**src/rtl/usart_rx.sv**
```systemverilog
// usart_rx -- 8N1 serial receiver.
//   Recovers frames (start low, 8 data bits LSB-first, stop high) from an
//   asynchronous line and presents each good byte in parallel with a strobe.
// Ports:
//   CLK        in   system clock, rising edge
//   RST        in   asynchronous reset, active-high
//   Serial_IN  in   asynchronous serial line, idles high
//   D          out  [7:0] last good byte, D[0] = first data bit received
//   RX_DONE    out  one-cycle pulse, D updated with a new good byte
//   FRAME_ERR  out  one-cycle pulse, stop bit sampled low
//   RX_BUSY    out  high whenever the receiver is not idle
// Parameters:
//   CLKS_PER_BIT  clock cycles per bit, >= 4
//   SYNC_STAGES   synchroniser depth on Serial_IN, >= 2
module usart_rx #(
  parameter int unsigned CLKS_PER_BIT = 434,
  parameter int unsigned SYNC_STAGES  = 2
) (
  input  logic       CLK,
  input  logic       RST,
  input  logic       Serial_IN,
  output logic [7:0] D,
  output logic       RX_DONE,
  output logic       FRAME_ERR,
  output logic       RX_BUSY
);

  localparam int unsigned CNT_W = $clog2(CLKS_PER_BIT);
  localparam logic [CNT_W-1:0] CNT_MID  = CNT_W'((CLKS_PER_BIT - 1) / 2);
  localparam logic [CNT_W-1:0] CNT_LAST = CNT_W'(CLKS_PER_BIT - 1);

  typedef enum logic [2:0] {
    S_IDLE,
    S_START,
    S_DATA,
    S_STOP,
    S_BREAK
  } state_t;

  logic [SYNC_STAGES-1:0] sync_q, sync_d;
  state_t                 state_q, state_d;
  logic [CNT_W-1:0]       cnt_q, cnt_d;
  logic [2:0]             idx_q, idx_d;
  logic [7:0]             shift_q, shift_d;
  logic [7:0]             d_q, d_d;
  logic                   done_q, done_d;
  logic                   ferr_q, ferr_d;
  logic                   rx_s;

  assign rx_s = sync_q[SYNC_STAGES-1];

  always_ff @(posedge CLK or posedge RST) begin
    if (RST) begin
      sync_q  <= '1;
      state_q <= S_IDLE;
      cnt_q   <= '0;
      idx_q   <= '0;
      shift_q <= '0;
      d_q     <= '0;
      done_q  <= 1'b0;
      ferr_q  <= 1'b0;
    end else begin
      sync_q  <= sync_d;
      state_q <= state_d;
      cnt_q   <= cnt_d;
      idx_q   <= idx_d;
      shift_q <= shift_d;
      d_q     <= d_d;
      done_q  <= done_d;
      ferr_q  <= ferr_d;
    end
  end

  always_comb begin
    sync_d  = {sync_q[SYNC_STAGES-2:0], Serial_IN};
    state_d = state_q;
    cnt_d   = cnt_q;
    idx_d   = idx_q;
    shift_d = shift_q;
    d_d     = d_q;
    done_d  = 1'b0;
    ferr_d  = 1'b0;

    unique case (state_q)
      S_IDLE: begin
        cnt_d = '0;
        if (!rx_s) begin
          state_d = S_START;
        end
      end

      // Re-check the line half a bit in; a short low is treated as noise.
      S_START: begin
        if (cnt_q == CNT_MID) begin
          cnt_d = '0;
          idx_d = '0;
          state_d = rx_s ? S_IDLE : S_DATA;
        end else begin
          cnt_d = cnt_q + 1'b1;
        end
      end

      // Counter was cleared mid start bit, so each wrap lands mid data bit.
      S_DATA: begin
        if (cnt_q == CNT_LAST) begin
          cnt_d   = '0;
          shift_d = {rx_s, shift_q[7:1]};
          if (idx_q == 3'd7) begin
            state_d = S_STOP;
          end else begin
            idx_d = idx_q + 3'd1;
          end
        end else begin
          cnt_d = cnt_q + 1'b1;
        end
      end

      // Leaving mid stop bit gives half a bit of slack for the next start.
      S_STOP: begin
        if (cnt_q == CNT_LAST) begin
          cnt_d = '0;
          if (rx_s) begin
            d_d     = shift_q;
            done_d  = 1'b1;
            state_d = S_IDLE;
          end else begin
            ferr_d  = 1'b1;
            state_d = S_BREAK;
          end
        end else begin
          cnt_d = cnt_q + 1'b1;
        end
      end

      // A held-low line must return high before another start is looked for.
      S_BREAK: begin
        cnt_d = '0;
        if (rx_s) begin
          state_d = S_IDLE;
        end
      end

      default: begin
        state_d = S_IDLE;
        cnt_d   = '0;
      end
    endcase
  end

  assign D         = d_q;
  assign RX_DONE   = done_q;
  assign FRAME_ERR = ferr_q;
  assign RX_BUSY   = (state_q != S_IDLE);

endmodule

```
**config.mk**
```make
export PLATFORM = sky130hd
export DESIGN_NAME = usart_rx
export DESIGN_NICKNAME = d
export VERILOG_FILES = /design/src/rtl/usart_rx.sv
export SDC_FILE = /design/constraint.sdc
export NUM_CORES = 1
export LEC_CHECK = 0
export CAP_MARGIN = 10
export CORE_MARGIN = 2
export CORE_UTILIZATION = 50
export CTS_BUF_LIST = sky130_fd_sc_hd__clkbuf_2
export DETAILED_ROUTE_END_ITERATION = 8
export PLACE_DENSITY_LB_ADDON = 0.2
export SLEW_MARGIN = 20
export SYNTH_ARGS = -nofsm -noshare
export SYNTH_HDL_FRONTEND = slang
export SYNTH_SLANG_ARGS = --single-unit
export TNS_END_PERCENT = 10
```
**constraint.sdc**
```tcl
create_clock -name CLK -period 1.63 [get_ports CLK]
set_input_delay 0.326 -clock CLK [delete_from_list [all_inputs] [get_ports CLK]]
set_output_delay 0.326 -clock CLK [all_outputs]
set_load 0.01 [all_outputs]
```
# After elaboration in Yosys (flattened, before gate mapping)
# Cells that the tools add are included.
# totals
inputBits	3
regBits	35
output_inout_bits	11
word_cells	54
# classes
add_sub_neg	2
muxes	22
eq_ne	14
reduce_logical	8
# op_table
cell	count
$mux 3	10
$mux 9	2
$pmux 9 s2	1
$pmux 3 s5	1
$ne 2x2->1 const B	7
$add 9x1->9 const B	1
$eq 9x8->1 const B	1
$eq 9x9->1 const B	1
$eq 3x2->1 const B	2
$eq 3x3->1 const B	2
$mux 1	6
$pmux 3 s2	1
$reduce_and 6->1	1
$reduce_and 4->1	1
$add 3x1->3 const B	1
$eq 3x1->1 const B	1
$logic_not 3->1	1
$reduce_and 3->1	1
$reduce_bool 3->1	1
$mux 2	1
$reduce_and 2->1	1
$reduce_bool 2->1	1
$reduce_or 2->1	1

# Logic depth before layout (Yosys ltp)
# logic_depth
depth_word	4
mapped_depth	7
depth_no_buf	6

# Worst setup path before layout
# Ideal clock, no wire load.
# synth_path
path_kind	register to register
start	register cnt_q[1]
end	register d_q[0], in the netlist D[0]
slack_ns	-0.102
required_ns	1.505
setup_ns	0.125
t_arrival_ns	1.607
path_buffers	1
path_stages_with_launch	8
period_less_slack_ns	1.732
path_cell_list	dfrtp_1 -> inv_1 -> ha_1 -> and4b_4 -> and2_4 -> and3_1 -> buf_6 -> mux2_2
# synth_between
elab_chain_len	2
# synth_lines
item	line	text
start: declaration	42	logic [CNT_W-1:0] cnt_q, cnt_d;
start signal: assignment	65	cnt_q <= cnt_d;
$eq 9x9->1	120	if (cnt_q == CNT_LAST) begin
$reduce_and 3->1 (no source line)	n/a	
end signal: assignment	59	d_q <= '0;
end signal: assignment	68	d_q <= d_d;
end: declaration	45	logic [7:0] d_q, d_d;
# Every way passes these cells.
# A chain may end at the register's enable or synchronous reset.

# Worst setup path after layout
# layout_path
start	register cnt_q[1]
end	register d_q[3], in the netlist D[3]
# Same word-level chain as after synthesis.

==> results.md <==
- The flow ran to the end, but the final reports show violations.
- The checks that failed: setup timing.
- The row count is 20.
- Measured in cells, the most critical reg-to-reg path has a length of 7.
- The floorplan step defined a die boundary enclosing 0.00366 mm^2.
- The worst clock skew is approximately 0.012 ns.
- The total power per unit cell area is 680 mW/mm^2.
- The total inserted antenna cells is 0.
- The number of nets in the synthesized netlist is around 140.
- The tool flagged a number of max-cap violations equal to 0.
- The post-placement setup slack is -0.167 ns.
- The antenna violation net count after detailed routing is 0.
- TritonCTS created 5 clock buffers.
- The number of global-route vias before repair is 1120.
- The category of the worst setup path launch point is a register.
- The average detailed-routed wire length per instance is 15.0 um.
- The worst flop-to-flop path startpoint is cnt_q[1].
- Setup violations remaining at the end of the flow were counted as 18.
- The horizontal die dimension is about 60 um.
- For this run, the total global-route usage over all layers was measured as between 20 and 25%.
- The post-layout utilization of the core is 69.5%.
- The last weighted congestion value of the routability-driven placer is 0.883.
- Detailed placement ended at an HPWL of 2190 um.
- The deepest clock path buffer count is 2.
- Among all stages on the critical path, the largest delay is contributed by dfrtp_1.
- The Yosys step of the flow raised 0 warnings.
- The endpoint type of the worst setup path is a register.
- Clock latency on the worst-skew pair, taken at its later pin, is 0.38 ns.
- For this run the aggregate overflow at the end of global routing stands at 0.
- Across all setup checks in the final design, the least slack found is -0.0768 ns.
- In this run the biggest area consumer among cell types represents between 50% and 60% of the synthesized area.
- Measured against its own limit, the worst slew margin works out to 84.5%.
- The peak fanout along the critical path is 6.
- After synthesis, flip-flops and latches occupy 55.1% of the total area.
- The total wire length after detailed routing is ~3300 um.
- Leaving out fill and tap cells, the most frequent cells in the layout are dfrtp_1, buf_4, nor2_1.
- The delay contributed by the slowest stage of the critical path is about 0.42 ns.
- The count of endpoints failing hold in the final timing report is 0.
- The area growth from synthesis to layout is 33.1%.
- Cells with a size suffix above 1 make up ~41% of the layout.
- The critical path data arrival time is 1.99 ns.
- The global-route wire length before repair is 5280 um.
- Pin placement for this block handled 14 I/O pins.
- Across the VDD grid, the largest voltage drop is 0.525 mV.
- The number of pins exceeding their max-slew limit in the final report was 0.
- Port buffering added 13 buffers.
- The routed layout has 1124 vias.
- Setup repair after global routing could not meet its margin everywhere.
- The biggest area contributor in the post-synthesis netlist is dfrtp_1.
- The initial core utilization is between 50% and 60%.
- Counting every sink on the clock net gives 35.
- The number of distinct standard cells referenced by the synthesized netlist is 35.
- TritonCTS built the clock tree.
- The achievable frequency is 586 MHz.
- The largest net degree at the start of global routing is 36.
- The category of the critical setup timing path is reg -> reg.
- The finished cells cover between 0.002 and 0.0025 mm^2.
- The critical path required time is 1.91 ns.
- The clock tree root driver cell is clkbuf_2.
- The overall die height is 60.5 um.
- Using the TritonRoute via totals, the vias-per-cell ratio works out to 5.13.
- The mean cell area of the mapped netlist is 12.3 um^2.
- The number of antenna violations at the first check in global routing is 0.
- The synthesized cell area is 0.00160 mm^2.
- After the first detailed-routing iteration, the DRC count stood at 49.
- The post-synthesis sequential element count is 35.
- The most common cell after layout, fill and taps aside is dfrtp_1.
- Synthesis produced a netlist whose cell count is 130.
- The final layout net count is 182.
- After detailed placement, the total cell area comes to 0.00193 mm^2.
- The smallest clock period supported by the final layout is computed as 1.71 ns.
- CTS built an H-tree with a depth of 2.
- By area the synthesized netlist is led by dfrtp_1, mux2_2, nor2_1.
- Walking the worst path, the cells encountered are inv_2 > ha_4 > and4b_4 > and2_4 > and3_4 > buf_8 > mux2_4.
- The type of the tightest min-delay check is in -> async.
- The worst path uses 105% of the clock period.
- For flop-to-flop paths, the worst setup slack is -0.08 ns.
- The endpoint identified for the worst register-to-register timing path is D[3].
- After clock tree synthesis, the clock-pin slew on the worst setup and hold paths is 0.18 ns.
- Summed over all cells, the static leakage comes to between 1 and 1.5 nW.
- The detailed-router iteration count before antenna repair is 4.
- The worst hold-check slack is 0.263 ns.
- For this run, design rule violations remaining after detail routing come to 0.
- The area of the core is 0.00305 mm^2.
- The actual slew at the worst max-slew pin is 0.231 ns.
[stage by stage]
step / TNS [ns] / power (mW) / cells
2_1_floorplan: -0.931 / 0.905 / 130
3_3_place_gp: -1.01 / 0.920 / 206
3_5_place_dp: -1.63 / 0.921 / 206
4_1_cts: -0.896 / 1.46 / 219
5_1_grt: -1.92 / 1.49 / 219
6_report: -0.784 / 1.44 / 219
[state kept, by name, summed over array words and instances (netlist names)]
register,flops
cnt_q,9
D,8
shift_q,8
idx_q,3
state_q,3
sync_q,2
FRAME_ERR,1
RX_DONE,1
[worst max-delay path by stage]
stage | cells after the start | to | start
after floorplan | 7 | D[0] | cnt_q[1]
after global placement | 7 | D[5] | cnt_q[1]
after detailed placement | 7 | D[7] | cnt_q[1]
after CTS | 7 | D[3] | cnt_q[1]
after global routing | 7 | D[5] | cnt_q[1]
final | 7 | D[3] | cnt_q[1]
[worst max-delay path: cells and delay by family, from the launching register on]
kind / cells / cell delay (ns)
simple gates: 3 / 0.56
mux: 1 / 0.30
flops: 1 / 0.42
fa+ha+maj: 1 / 0.12
buf+inv: 2 / 0.21
[cell families (layout without fill, tap and decap cells)]
family | Yosys count | in the layout | share of synthesized area [%]
muxes | 19 | 19 | 13.8
xor gates and xnor gates | 7 | 7 | 3.84
adders and majority gates | 5 | 5 | 3.92
and+or+nand+nor | 47 | 47 | 16.6
AOI/OAI and AO/OA | 11 | 11 | 4.78
buffers and inverters | 6 | 51 | 1.96
DFF | 35 | 35 | 55.1
[cell usage after synthesis]
master and instances:
buf_2 1, and4b_4 1, o21a_1 2, and3_1 1, nor2_1 17, o221ai_1 1
a31oi_1 1, a211oi_1 1, ha_1 5, nand3_1 4, mux2_2 16, dfstp_2 2
or2_2 1, dfrtp_1 33, a21boi_0 1, o21bai_2 1, buf_6 1, o21ai_0 1
nand2b_1 2, nand4b_4 1, xor2_1 2, a21oi_1 3, and2b_1 1, and4bb_4 1
inv_1 4, and2_4 1, or3_1 2, xnor2_1 5, mux2_4 2, nand2_1 10
and4_1 1, nor4b_1 1, or2_4 1, nor3_1 2, mux2i_1 1
[layout make-up]
class / instances / area [um^2]
inverters: 4 / 15.0
multi-input cells: 89 / 774
repair buffers: 39 / 337
flip-flops and latches: 35 / 878
clock buffers: 5 / 25.0
clock inverters: 3 / 38.8
well taps: 44 / 55.1
fillers: 239 / 930
[where the power goes]
group | switching (mW) | internal, mW
clock network | 0.286 | 0.252
registers | 0.00288 | 0.874
logic | 0.0181 | 0.00998
[per-layer routing]
layer	vias to the layer above	share of wire [%]	GRT usage, %
met5	-	0	0
met2	21	53	32.6
met4	0	0.94	5.59
li1	532	-	-
met1	565	42	26.1
met3	6	4.1	6.82
[repair_timing]
item,in CTS,in global routing
hold endpoints to repair,0,0
pin swaps,2,4
resized for setup,27,11
setup buffers,5,0
setup endpoints to repair,27,31
hold buffers,0,0
No activity file was read; power rests on OpenSTA's default activity.
